--- src/rtl/dmem_pkg.sv ---
// Shared types and helpers for the dmem arbiter and its per-port response slots.
package dmem_pkg;

  localparam logic [1:0] MEM_SIZE_BYTE    = 2'b00;
  localparam logic [1:0] MEM_SIZE_HALF    = 2'b01;
  localparam logic [1:0] MEM_SIZE_WORD    = 2'b10;
  localparam logic [1:0] MEM_SIZE_ILLEGAL = 2'b11;

  // Widest address any dmem instance may use; the top truncates to ADDR_WIDTH.
  localparam int REQ_AW = 32;

  typedef struct packed {
    logic              we;
    logic [1:0]        size;
    logic              uns;
    logic [REQ_AW-1:0] addr;
    logic [31:0]       wdata;
  } mem_req_t;

  typedef struct packed {
    logic [31:0] rdata;
    logic        err;
  } mem_rsp_t;

  function automatic logic misaligned(input logic [1:0] size, input logic [1:0] addr_lo);
    return (size == MEM_SIZE_ILLEGAL) ||
           ((size == MEM_SIZE_HALF) && addr_lo[0]) ||
           ((size == MEM_SIZE_WORD) && (addr_lo != 2'b00));
  endfunction

endpackage

--- src/rtl/dmem_rsp_slot.sv ---
// Single-entry response register: load wins over drain so a same-cycle
// drain and new grant keeps valid high with fresh data.
module dmem_rsp_slot
  import dmem_pkg::*;
(
  input  logic     clk,
  input  logic     rst_n,
  input  logic     load,
  input  logic     drain,
  input  mem_rsp_t rsp_in,
  output logic     rsp_valid,
  output mem_rsp_t rsp
);

  always_ff @(posedge clk or negedge rst_n) begin
    if (!rst_n) begin
      rsp_valid <= 1'b0;
      rsp       <= '0;
    end else if (load) begin
      rsp_valid <= 1'b1;
      rsp       <= rsp_in;
    end else if (drain) begin
      rsp_valid <= 1'b0;
    end
  end

endmodule

--- src/rtl/dmem_arbiter.sv ---
// Round-robin two-port arbiter in front of the single-ported dmem; rejects
// misaligned/illegal accesses and captures responses into per-port slots.
module dmem_arbiter
  import dmem_pkg::*;
#(
  parameter int ADDR_WIDTH = 12
) (
  input  logic                  clk,
  input  logic                  rst_n,
  // port 0: core LSU
  input  logic                  p0_req_valid,
  output logic                  p0_req_ready,
  input  logic                  p0_we,
  input  logic [1:0]            p0_size,
  input  logic                  p0_unsigned,
  input  logic [ADDR_WIDTH-1:0] p0_addr,
  input  logic [31:0]           p0_wdata,
  output logic                  p0_rsp_valid,
  input  logic                  p0_rsp_ready,
  output logic [31:0]           p0_rdata,
  output logic                  p0_rsp_err,
  // port 1: debug/DMA
  input  logic                  p1_req_valid,
  output logic                  p1_req_ready,
  input  logic                  p1_we,
  input  logic [1:0]            p1_size,
  input  logic                  p1_unsigned,
  input  logic [ADDR_WIDTH-1:0] p1_addr,
  input  logic [31:0]           p1_wdata,
  output logic                  p1_rsp_valid,
  input  logic                  p1_rsp_ready,
  output logic [31:0]           p1_rdata,
  output logic                  p1_rsp_err,
  // dmem
  output logic                  mem_we,
  output logic [1:0]            mem_write_size,
  output logic [1:0]            mem_read_size,
  output logic                  mem_unsigned_extend,
  output logic [ADDR_WIDTH-1:0] mem_addr,
  output logic [31:0]           mem_wd,
  input  logic [31:0]           mem_rd
);

  localparam int NUM_PORTS = 2;

  mem_req_t [NUM_PORTS-1:0] req;
  mem_rsp_t [NUM_PORTS-1:0] rsp;
  logic     [NUM_PORTS-1:0] req_valid, rsp_ready, rsp_valid, elig, grant;
  logic                     ptr, win, err;
  mem_req_t                 wreq;
  mem_rsp_t                 rsp_in;

  assign req_valid = {p1_req_valid, p0_req_valid};
  assign rsp_ready = {p1_rsp_ready, p0_rsp_ready};

  assign req[0] = '{we: p0_we, size: p0_size, uns: p0_unsigned,
                    addr: REQ_AW'(p0_addr), wdata: p0_wdata};
  assign req[1] = '{we: p1_we, size: p1_size, uns: p1_unsigned,
                    addr: REQ_AW'(p1_addr), wdata: p1_wdata};

  // Reset gates eligibility so nothing is granted (and dmem is never written)
  // while rst_n is low.
  always_comb begin
    elig  = req_valid & (~rsp_valid | rsp_ready) & {NUM_PORTS{rst_n}};
    grant = elig;
    if (&elig) grant = ptr ? 2'b10 : 2'b01;
  end

  assign win = grant[1];

  always_ff @(posedge clk or negedge rst_n) begin
    if (!rst_n)       ptr <= 1'b0;
    else if (|grant)  ptr <= ~win;
  end

  always_comb begin
    wreq = '0;
    if (|grant) wreq = req[win];
  end

  assign err                 = (|grant) && misaligned(wreq.size, wreq.addr[1:0]);
  assign mem_we              = wreq.we && !err;
  assign mem_write_size      = wreq.size;
  assign mem_read_size       = wreq.size;
  assign mem_unsigned_extend = wreq.uns;
  assign mem_addr            = wreq.addr[ADDR_WIDTH-1:0];
  assign mem_wd              = wreq.wdata;

  assign rsp_in.rdata = (wreq.we || err) ? 32'h0 : mem_rd;
  assign rsp_in.err   = err;

  for (genvar n = 0; n < NUM_PORTS; n++) begin : g_slot
    dmem_rsp_slot u_slot (
      .clk       (clk),
      .rst_n     (rst_n),
      .load      (grant[n]),
      .drain     (rsp_ready[n]),
      .rsp_in    (rsp_in),
      .rsp_valid (rsp_valid[n]),
      .rsp       (rsp[n])
    );
  end

  assign p0_req_ready = grant[0];
  assign p1_req_ready = grant[1];
  assign p0_rsp_valid = rsp_valid[0];
  assign p1_rsp_valid = rsp_valid[1];
  assign p0_rdata     = rsp[0].rdata;
  assign p1_rdata     = rsp[1].rdata;
  assign p0_rsp_err   = rsp[0].err;
  assign p1_rsp_err   = rsp[1].err;

endmodule

--- config.mk ---
export PLATFORM = sky130hd
export DESIGN_NAME = dmem_arbiter
export DESIGN_NICKNAME = d
export VERILOG_FILES = /design/src/rtl/dmem_pkg.sv /design/src/rtl/dmem_rsp_slot.sv /design/src/rtl/dmem_arbiter.sv
export SDC_FILE = /design/constraint.sdc
export NUM_CORES = 1
export LEC_CHECK = 0
export CAP_MARGIN = 20
export CORE_AREA = 10 10 117 119
export DETAILED_ROUTE_END_ITERATION = 12
export DIE_AREA = 0 0 127 129
export PLACE_DENSITY = 0.75
export SYNTH_ARGS = -nofsm -noshare
export SYNTH_HDL_FRONTEND = slang
export SYNTH_SLANG_ARGS = --single-unit
--- constraint.sdc ---
create_clock -name clk -period 3.05 [get_ports clk]
set_clock_uncertainty 0.05 [all_clocks]
set_input_delay 0.61 -clock clk [delete_from_list [all_inputs] [get_ports clk]]
set_output_delay 0.61 -clock clk [all_outputs]
set_load 0.01 [all_outputs]
==> results of run 1 <==
[power breakdown]
| part | leakage [nW] | switching, mW | internal (mW) |
|---|---|---|---|
| logic | 2.34 | 0.779 | 0.915 |
| registers | 0.888 | 0.145 | 1.17 |
| clock network | 0.129 | 0.348 | 0.565 |
| total | 3.35 | 1.27 | 2.65 |
[layer usage]
layer / part of all wire [%] / routed length (µm)
met1: 40 / 6813
met2: 50 / 8617
met3: 8.5 / 1445
met4: 1.3 / 221
met5: 0 / 0
[registers in the layout, indices dropped and copies added (netlist names)]
register	count
g_slot.u_slot.rsp	66
ptr	1
g_slot.u_slot.rsp_valid	2
[area by class of cell]
type,count,area share (%)
repair buffers,283,39.83
multi-input cells,287,26.92
flip-flops and latches,69,24.99
clock buffers,13,3.621
well taps,143,2.589
inverters,35,1.901
clock inverters,2,0.1448
[layout by cell type (no fill, tap or decap)]
| cell type | instances |
|---|---|
| clkdlybuf4s50_1 | 200 |
| nand2_1 | 152 |
| dfrtp_1 | 69 |
| nand3_1 | 45 |
| o41ai_1 | 35 |
| dlygate4sd2_1 | 35 |
| inv_1 | 33 |
| o41ai_2 | 29 |
| buf_4 | 25 |
| clkbuf_2 | 10 |
| clkbuf_16 | 9 |
| clkdlybuf4s15_1 | 5 |
| buf_12 | 5 |
| a22oi_2 | 4 |
| clkbuf_1 | 3 |
| inv_2 | 2 |
| nand2_2 | 2 |
| nor2b_1 | 2 |
| nor2b_2 | 2 |
| or3_1 | 2 |
| mux2_2 | 2 |
| clkinv_2 | 2 |
| nand2b_4 | 1 |
| nor2b_4 | 1 |
| a311oi_4 | 1 |
| o311a_4 | 1 |
| nand2_8 | 1 |
| nand2b_1 | 1 |
| and3_1 | 1 |
| a22oi_1 | 1 |
| o22ai_4 | 1 |
| a21boi_2 | 1 |
| nor2_1 | 1 |
| a41oi_1 | 1 |
| clkbuf_8 | 1 |
| bufbuf_16 | 1 |
| buf_6 | 1 |
| dlymetal6s2s_1 | 1 |
[final timing paths]
path                                                             end  depth (start not counted)  slack (ns)
worst min-delay path             g_slot[0].u_slot.rsp[0]$_DFFE_PN0P_                          2        0.33
worst min register to register  g_slot[1].u_slot.rsp[17]$_DFFE_PN0N_                          2        0.42
worst max-delay path                                      mem_wd[15]                          9        0.06
min in group clk                g_slot[1].u_slot.rsp[17]$_DFFE_PN0N_                          2        0.42
max in group asynchronous       g_slot[1].u_slot.rsp[32]$_DFFE_PN0N_                          2        1.96
worst max register to register   g_slot[0].u_slot.rsp[0]$_DFFE_PN0P_                          7        0.55
[through the flow]
step / instances / area [µm²] / hold slack (ns) / util, %
floorplan: 436 / 3908 / 0.2644 / -
global placement: 814 / 6664 / 0.4048 / 58.86
detailed placement: 814 / 6664 / 0.4097 / 58.86
CTS: 832 / 6929 / 0.3225 / 61.21
global route: 832 / 6910 / 0.3506 / 61.04
finish: 832 / 6910 / 0.3261 / 61.04
[worst max-delay path, stage by stage]
cell,delay [ns]
clkdlybuf4s50_1,0.50
inv_2,0.06
o311a_4,0.39
nand2_8,0.11
inv_2,0.07
buf_12,0.16
nand2_1,0.08
nand2_1,0.06
dlygate4sd2_1,0.29
[cells by family (layout without fill, tap and decap cells)]
group / Yosys count / in the layout / share of synthesized area (%)
and+or+nand+nor: 211 / 211 / 22.86
buffers and inverters: 80 / 333 / 9.318
AOI/OAI and AO/OA: 74 / 74 / 23.05
DFF: 69 / 69 / 44.19
muxes: 2 / 2 / 0.5763
[timing repair]
| action | 4_1_cts | 5_1_grt |
|---|---|---|
| buffers inserted | 2 | 0 |
| gates resized for setup | 60 | 28 |
| cloned | 1 | 0 |
| pin swaps | 1 | 2 |
| endpoints found under the setup margin | 52 | 18 |
==> qor.yml, run 1 <==
status:
  status: "finished clean"
worst_hold_path:
  hp-class: "input port to asynchronous set/reset pin"
routing:
  via_per_inst: 5.035
  drt_pass1_iterations: 4
  drt_iter0_drc: 227
  routed_wl_mm: 17.10
  vias: 4189
  wl_per_cell_um: 20.55
  drc_errors: 0
  ant_nets: 0
synth:
  async_reset_ff_share_pct: 100.0
  yosysTopAreaCell: "dfrtp_1"
  synthFlopType: "dfrtp_1"
  ys_ff_latch: 69
  synth_top_area_share_pct: 44.19
  synthTopCellsByArea: "dfrtp_1, nand2_1, o41ai_2, o41ai_1, nand3_1"
  ys_warn_count: 0
  syn_avg_cell_area_um2: 8.962
  syn_nets: 570
  synth.distinct_cells: 28
  synth_area_um2: 3907
  yosysMostFrequentCell: "nand2_1"
  yosysSeqAreaShare_pct: 44.19
  ys_top_cells_by_count: "nand2_1, dfrtp_1, nand3_1"
  synthCells: 436
  synth_edf_count: 0
worst_setup_path:
  crit_type: "input port to output pin"
  critPathLaunch: "p0_req_valid"
  worstSetupStartpointType: "input port"
  worstPathArrival_ns: 2.33
  crit_path_end_kind: "output pin"
  cp.required_ns: 2.39
  critPathMaxFanout: 22
  r2r_start: "g_slot[0].u_slot.rsp_valid$_DFFE_PN0P_"
cts:
  cts_made_buffers: 9
  root_buffer: "clkbuf_16"
  clk_pin_slew_worst_paths_ns: 0.05
  clockBufferDepth: 2
  cts.htree.levels: 3
  clk_latency_ns: 0.32
  cts_tree: "done"
  numClockSinks: 69
  postCtsHoldBufs: 0
pwr:
  peakVddDrop_v: 0.0003990
  power_density_nw_per_um2: 566.9
  finalPower_mw: 3.917
  p_leak_nw: 3.353
placed_design:
  place_congestion: 0.9410
  hpwl_mm: 13.33
  dp_slack_ns: -0.4256
  port_buffers: 253
global_routing:
  grt_pass1_wl_mm: 25.58
  grt_pass1_vias: 4302
  overflow: 0
  met2_usage_pct: 33.87
  grt_use_met3_pct: 6.407
  grt_use_met1_pct: 22.73
  busiest_layer: "met2"
  antenna_found_initial: 2
  grt_max_degree: 67
  grt_usage_pct: 19.56
final_layout:
  drive_gt1_share_pct: 14.80
  antenna_cells: 0
  fin_nets: 819
  multiInputGateArea_um2: 1861
  register_area_um2: 1727
  fillers: 989
  area_delta_synth_final_pct: 76.85
sta:
  period_needed_ns: 2.992
  fin_crit_sh_pct: 98.08
  slew_headroom_pct: 41.19
  tightest_slew_ns: 0.8822
  tns_ns: 0
  setup_violations: 0
  rsz0062_at_grt: "true"
  worst_slack_ns: 0.05845
  finalMaxSlewViolations: 0
  timing.fmax_ghz: 0.3343
  finalHoldViolCount: 0
job:
  maxCapViolations: 0
floorplan:
  die_h_um: 129
  io_pins: 254
  design.core.area_um2: 11320
  initial_core_util_pct: 34.52
  rows: 39
  die_w_um: 127
  fp.dieArea_um2: 16380
Power figures use the tool's default switching activity.
==> inputs of run 2 (changes only) <==
- GPL_TIMING_DRIVEN: default -> 0
- HOLD_SLACK_MARGIN: default -> 0.06
==> run 2 against run 1 <==
  * Combinational power is 4% higher
  * Register-to-register slack better by 0.09 ns
  * Wire length rose by 8.4%
  * First-iteration DRC count fell by 22%
  * Sequential power about the same
  * Sequential share of layout area shrank 0.41 points
  * Critical endpoint is now mem_wd[24]
  * Largest cell class unchanged
==> qor.yml, run 2 (synthesized netlist as in run 1, its figures left out) <==
status:
  status: "finished clean"
final_layout:
  top_register: "g_slot.u_slot.rsp"
  fin_nets: 844
  mostFrequentLayoutCell: "clkdlybuf4s50_1"
  largest_reg_flops: 66
  area_delta_synth_final_pct: 79.83
  design_area_um2: 7027
  drive_gt1_share_pct: 19.47
  reg_top3: "g_slot.u_slot.rsp x66, g_slot.u_slot.rsp_valid x2, ptr x1"
  layout_common_cells: "clkdlybuf4s50_1, nand2_1, dfrtp_1"
sta:
  fin_crit_sh_pct: 97.02
  slew_headroom_pct: 51.07
  hold-worst-slack_ns: 0.1112
  worst_slack_ns: 0.09097
  timing.fmax_ghz: 0.3379
  finalHoldViolCount: 0
  setup_violations: 0
  finalMaxSlewViolations: 0
  period_needed_ns: 2.959
  tightest_slew_ns: 0.7339
  rsz0062_at_grt: "false"
cts:
  clk_pin_slew_worst_paths_ns: 0.05
  numClockSinks: 69
  clockBufferDepth: 2
  root_buffer: "clkbuf_16"
  cts.htree.levels: 3
  cts_tree: "done"
  cts_made_buffers: 9
  clk_latency_ns: 0.33
worst_setup_path:
  critPathBufInv: 5
  cp_slowest_cell: "clkdlybuf4s50_1"
  crit_path_end_kind: "output pin"
  r2r_end: "g_slot[0].u_slot.rsp[18]$_DFFE_PN0P_"
  path_cells: "clkdlybuf4s50_1 -> nand2b_4 -> o311a_1 -> buf_6 -> nand2_8 -> buf_4 -> clkbuf_8 -> nand3_1 -> nand2_1 -> clkdlybuf4s15_1"
  r2r_start: "g_slot[0].u_slot.rsp_valid$_DFFE_PN0P_"
  worst-r2r-cell-count: 10
  r2r_setup_slack_ns: 0.64
  worstPathArrival_ns: 2.30
  crit_type: "input port to output pin"
  critPathMaxFanout: 10
  slowest_delay_ns: 0.45
  worstSetupStartpointType: "input port"
  cp_top_family: "buffers and inverters"
  cp.required_ns: 2.39
pwr:
  p_leak_nw: 3.399
  finalPower_mw: 4.060
  power_density_nw_per_um2: 577.8
  peakVddDrop_v: 0.0003927
placed_design:
  port_buffers: 253
  hpwl_mm: 15.02
  place_congestion: 0.9062
  dp_slack_ns: -1.169
  dpl-instance-area_um2: 6616
floorplan:
  fp.dieArea_um2: 16380
  io_pins: 254
  rows: 39
  design.core.area_um2: 11320
  die_w_um: 127
  initial_core_util_pct: 34.52
  die_h_um: 129
global_routing:
  grt_pass1_wl_mm: 28.09
  grt_pass1_vias: 4583
  grt_usage_pct: 21.58
  grt_max_degree: 72
  overflow: 0
  antenna_found_initial: 4
routing:
  vias: 4355
  drt_pass1_iterations: 5
  drc_errors: 0
  drt_iter0_drc: 178
  via_per_inst: 5.064
  ant_nets: 0
  routed_wl_mm: 18.54
  wl_per_cell_um: 21.55
worst_hold_path:
  hp-class: "input port to asynchronous set/reset pin"
job:
  maxCapViolations: 0
==> run 2: changes by cell type in the layout (fill, tap and decap cells not counted), sizes merged, moves of 2 or more <==
cell and change:
dlygate4sd2 -24, buf +22, clkbuf +15, clkdlybuf4s15 +11, clkdlybuf4s50 -3, diode +3, dlymetal6s2s +2
==> run 2: per-stage QoR <==
step | std cells | setup TNS (ns) | util [%]
2_1_floorplan | 436 | 0 | -
3_3_place_gp | 832 | -345.53 | 58.47
3_5_place_dp | 832 | -50.96 | 58.44
4_1_cts | 856 | 0 | 62.09
5_1_grt | 858 | 0 | 62.02
6_report | 860 | 0 | 62.07
==> run 2: worst max path at each step <==
| stage | slack (ns) | endpoint | from | depth (start not counted) |
|---|---|---|---|---|
| after floorplan | 0.38 | mem_we | p1_rsp_ready | 7 |
| after global routing | 0.002 | mem_wd[9] | p1_rsp_ready | 10 |
| after detailed placement | -1.17 | mem_wd[10] | rst_n | 8 |
| after global placement | -3.15 | mem_addr[3] | rst_n | 8 |
| final | 0.09 | mem_wd[24] | p1_rsp_ready | 10 |
| after CTS | 0.005 | mem_we | p1_rsp_ready | 9 |
==> run 2: cell type report <==
cell class                 count  area [µm²]
timing repair buffer         267        2539
multi-input combinational    287        1846
sequential                    69        1727
clock buffer                  10       229.0
buffer                        41       311.5
tap                          143       178.9
fill                        1004        4294
clock inverter                 5       52.55
antenna                        3       7.507
inverter                      35       136.4
==> run 2: power by group <==
part	total, mW	internal, mW	switching, mW
Combinational	1.75	0.941	0.808
Clock	0.993	0.623	0.370
Sequential	1.32	1.17	0.152
==> run 2: what timing repair did <==
item	in CTS	in global routing
hold buffers	0	0
resized for setup	164	31
setup endpoints to repair	52	28
pin swaps	4	1
buffers inserted	12	2
==> run 2: routing by layer <==
layer | global-route usage, % | vias up | wire, µm | part of all wire (%)
met5 | 0 | - | 0 | 0
met4 | 4.756 | 0 | 187 | 1.0
met3 | 7.351 | 15 | 1507 | 8.1
met2 | 37.24 | 179 | 9436 | 51
met1 | 25.39 | 2102 | 7405 | 40
li1 | - | 2059 | - | -
==> inputs of run 3 (changes only) <==
--- a/config.mk
+++ b/config.mk
@@ -8,8 +8,10 @@
 export CAP_MARGIN = 20
-export CORE_AREA = 10 10 117 119
+export CELL_PAD_IN_SITES_DETAIL_PLACEMENT = 1
+export CELL_PAD_IN_SITES_GLOBAL_PLACEMENT = 1
+export CORE_AREA = 10 10 137 139
 export DETAILED_ROUTE_END_ITERATION = 12
-export DIE_AREA = 0 0 127 129
+export DIE_AREA = 0 0 147 149
 export GPL_TIMING_DRIVEN = 0
 export HOLD_SLACK_MARGIN = 0.06
-export PLACE_DENSITY = 0.75
+export PLACE_DENSITY = 0.77
 export SYNTH_ARGS = -nofsm -noshare
--- a/constraint.sdc
+++ b/constraint.sdc
@@ -4,2 +4,2 @@
 set_output_delay 0.61 -clock clk [all_outputs]
-set_load 0.01 [all_outputs]
+set_load 0.05 [all_outputs]
==> run 3 against run 2 <==
  * Sequential cell count stayed put
  * Cell area is 0.87% higher
  * Cell count is 8.1% higher
  * Worst setup slack better by 0.011 ns
  * Critical path depth is 1 lower
  * Maximum frequency is 0.37% higher
  * Combinational power is 55% higher
  * Critical path type unchanged
  * Critical endpoint is now mem_we
  * Largest power group unchanged
==> qor.yml, run 3 (synthesized netlist as in run 1, its figures left out) <==
status:
  status: "finished clean"
sta:
  tns_ns: 0
  finalMaxSlewViolations: 0
  timing.fmax_ghz: 0.3392
  slew_headroom_pct: 50.75
  setup_violations: 0
  finalHoldViolCount: 0
  tightest_slew_ns: 0.7388
  period_needed_ns: 2.948
  fin_crit_sh_pct: 96.66
  rsz0062_at_grt: "false"
  hold-worst-slack_ns: 0.09086
worst_setup_path:
  path_cells: "dlygate4sd2_1 -> nor2b_4 -> o311a_1 -> buf_6 -> a22oi_2 -> o22ai_4 -> buf_8 -> a21boi_4 -> buf_6"
  crit_path_end_kind: "output pin"
  slowest_delay_ns: 0.34
  worstPathArrival_ns: 2.29
  critPathMaxFanout: 7
  crit_path_frequent_cell: "buf_6"
  cp_top_family: "compound AO/OA/AOI/OAI gates"
  cp_slowest_cell: "o311a_1"
  cp.required_ns: 2.39
  worstSetupStartpointType: "input port"
  critPathBufInv: 4
  crit_type: "input port to output pin"
cts:
  cts.htree.levels: 3
  numClockSinks: 69
  clockBufferDepth: 2
  cts_tree: "done"
  cts_made_buffers: 9
  root_buffer: "clkbuf_16"
  clk_latency_ns: 0.33
  clk_pin_slew_worst_paths_ns: 0.06
placed_design:
  place_congestion: 0.8989
  port_buffers: 253
  hpwl_mm: 16.65
  dpl-instance-area_um2: 6723
floorplan:
  die_h_um: 149
  io_pins: 254
  die_w_um: 147
  fp.dieArea_um2: 21900
  design.core.area_um2: 16170
  initial_core_util_pct: 24.16
  rows: 47
routing:
  vias: 4395
  routed_wl_mm: 20.98
  drc_errors: 0
  ant_nets: 0
  via_per_inst: 4.726
  drt_iter0_drc: 132
  wl_per_cell_um: 22.56
  drt_pass1_iterations: 4
final_layout:
  antenna_cells: 0
  layout_common_cells: "clkdlybuf4s50_1, nand2_1, dfrtp_1"
  reg_top3: "g_slot.u_slot.rsp x66, g_slot.u_slot.rsp_valid x2, ptr x1"
  fin_nets: 841
  area_delta_synth_final_pct: 81.40
  top_register: "g_slot.u_slot.rsp"
  drive_gt1_share_pct: 21.83
  mostFrequentLayoutCell: "clkdlybuf4s50_1"
  largest_reg_flops: 66
  utilization_pct: 43.83
  design_area_um2: 7088
pwr:
  finalPower_mw: 5.018
  power_density_nw_per_um2: 707.9
  peakVddDrop_v: 0.0004080
  p_leak_nw: 3.370
global_routing:
  antenna_found_initial: 1
  grt_pass1_wl_mm: 31.12
  overflow: 0
  grt_max_degree: 72
  grt_pass1_vias: 4949
  grt_usage_pct: 18.25
job:
  maxCapViolations: 0
worst_hold_path:
  hp-class: "input port to asynchronous set/reset pin"
## run 3: cell types whose count changed in the layout (fill, tap and decap cells not counted), sizes merged, moves of 3 or more
cell,delta
buf,+30
clkdlybuf4s15,-16
dlygate4sd2,-9
clkbuf,-5
diode,-3
## run 3: repair_timing
action	CTS	global route
setup buffers	7	0
endpoints found under the hold margin	0	5
gates cloned	0	1
gates resized for setup	337	11
setup endpoints to repair	52	47
pin swaps	5	2
hold buffers	0	2
## run 3: worst reg2reg max path, cell delays in order, from the launching register on
cell	delay [ns]
dfrtp_1	0.39
nor2b_4	0.15
o311a_1	0.35
buf_6	0.16
a22oi_2	0.24
o22ai_4	0.13
buf_4	0.21
buf_4	0.15
buf_2	0.19
o41ai_1	0.36
## run 3: metrics by stage
step	cells	worst slack, ns
floorplan	436	0.1023
global placement	909	-3.646
detailed placement	909	-1.671
CTS	927	0.0003262
global route	930	0.01736
finish	930	0.1019
## run 3: cell type report
cell class	instances	area (µm²)
fill	1884	9084
timing repair buffer	263	2535
multi-input combinational	287	1863
sequential	69	1727
buffer	42	282.8
tap	220	275.3
clock buffer	12	256.5
inverter	35	138.9
clock inverter	2	10.01
## run 3: path summary, 6_finish.rpt
| kind | startpoint | to | slack [ns] | depth (start not counted) |
|---|---|---|---|---|
| worst max-delay path | p0_rsp_ready | mem_we | 0.10 | 9 |
| worst min-delay path | rst_n | g_slot[0].u_slot.rsp[4]$_DFFE_PN0P_ | 0.09 | 1 |
| worst max register to register | g_slot[0].u_slot.rsp_valid$_DFFE_PN0P_ | g_slot[0].u_slot.rsp[4]$_DFFE_PN0P_ | 0.55 | 9 |
| worst min register to register | g_slot[1].u_slot.rsp[8]$_DFFE_PN0N_ | g_slot[1].u_slot.rsp[8]$_DFFE_PN0N_ | 0.43 | 2 |
| max in group asynchronous | rst_n | g_slot[0].u_slot.rsp[0]$_DFFE_PN0P_ | 2.09 | 2 |
| min in group clk | g_slot[1].u_slot.rsp[8]$_DFFE_PN0N_ | g_slot[1].u_slot.rsp[8]$_DFFE_PN0N_ | 0.43 | 2 |
## run 3: layer usage
metal / routed length [µm] / up-vias / global-route usage, %
met1: 8419 / 2149 / 20.56
li1: - / 2048 / -
met5: 18 / - / 0
met4: 136 / 2 / 3.171
met3: 1716 / 14 / 6.735
met2: 10690 / 182 / 32.70
## run 3: power by group
part	internal (mW)	switching, mW	total, mW
Sequential	1.17	0.169	1.34
Combinational	0.952	1.77	2.72
Clock	0.583	0.376	0.958
Total	2.70	2.32	5.02
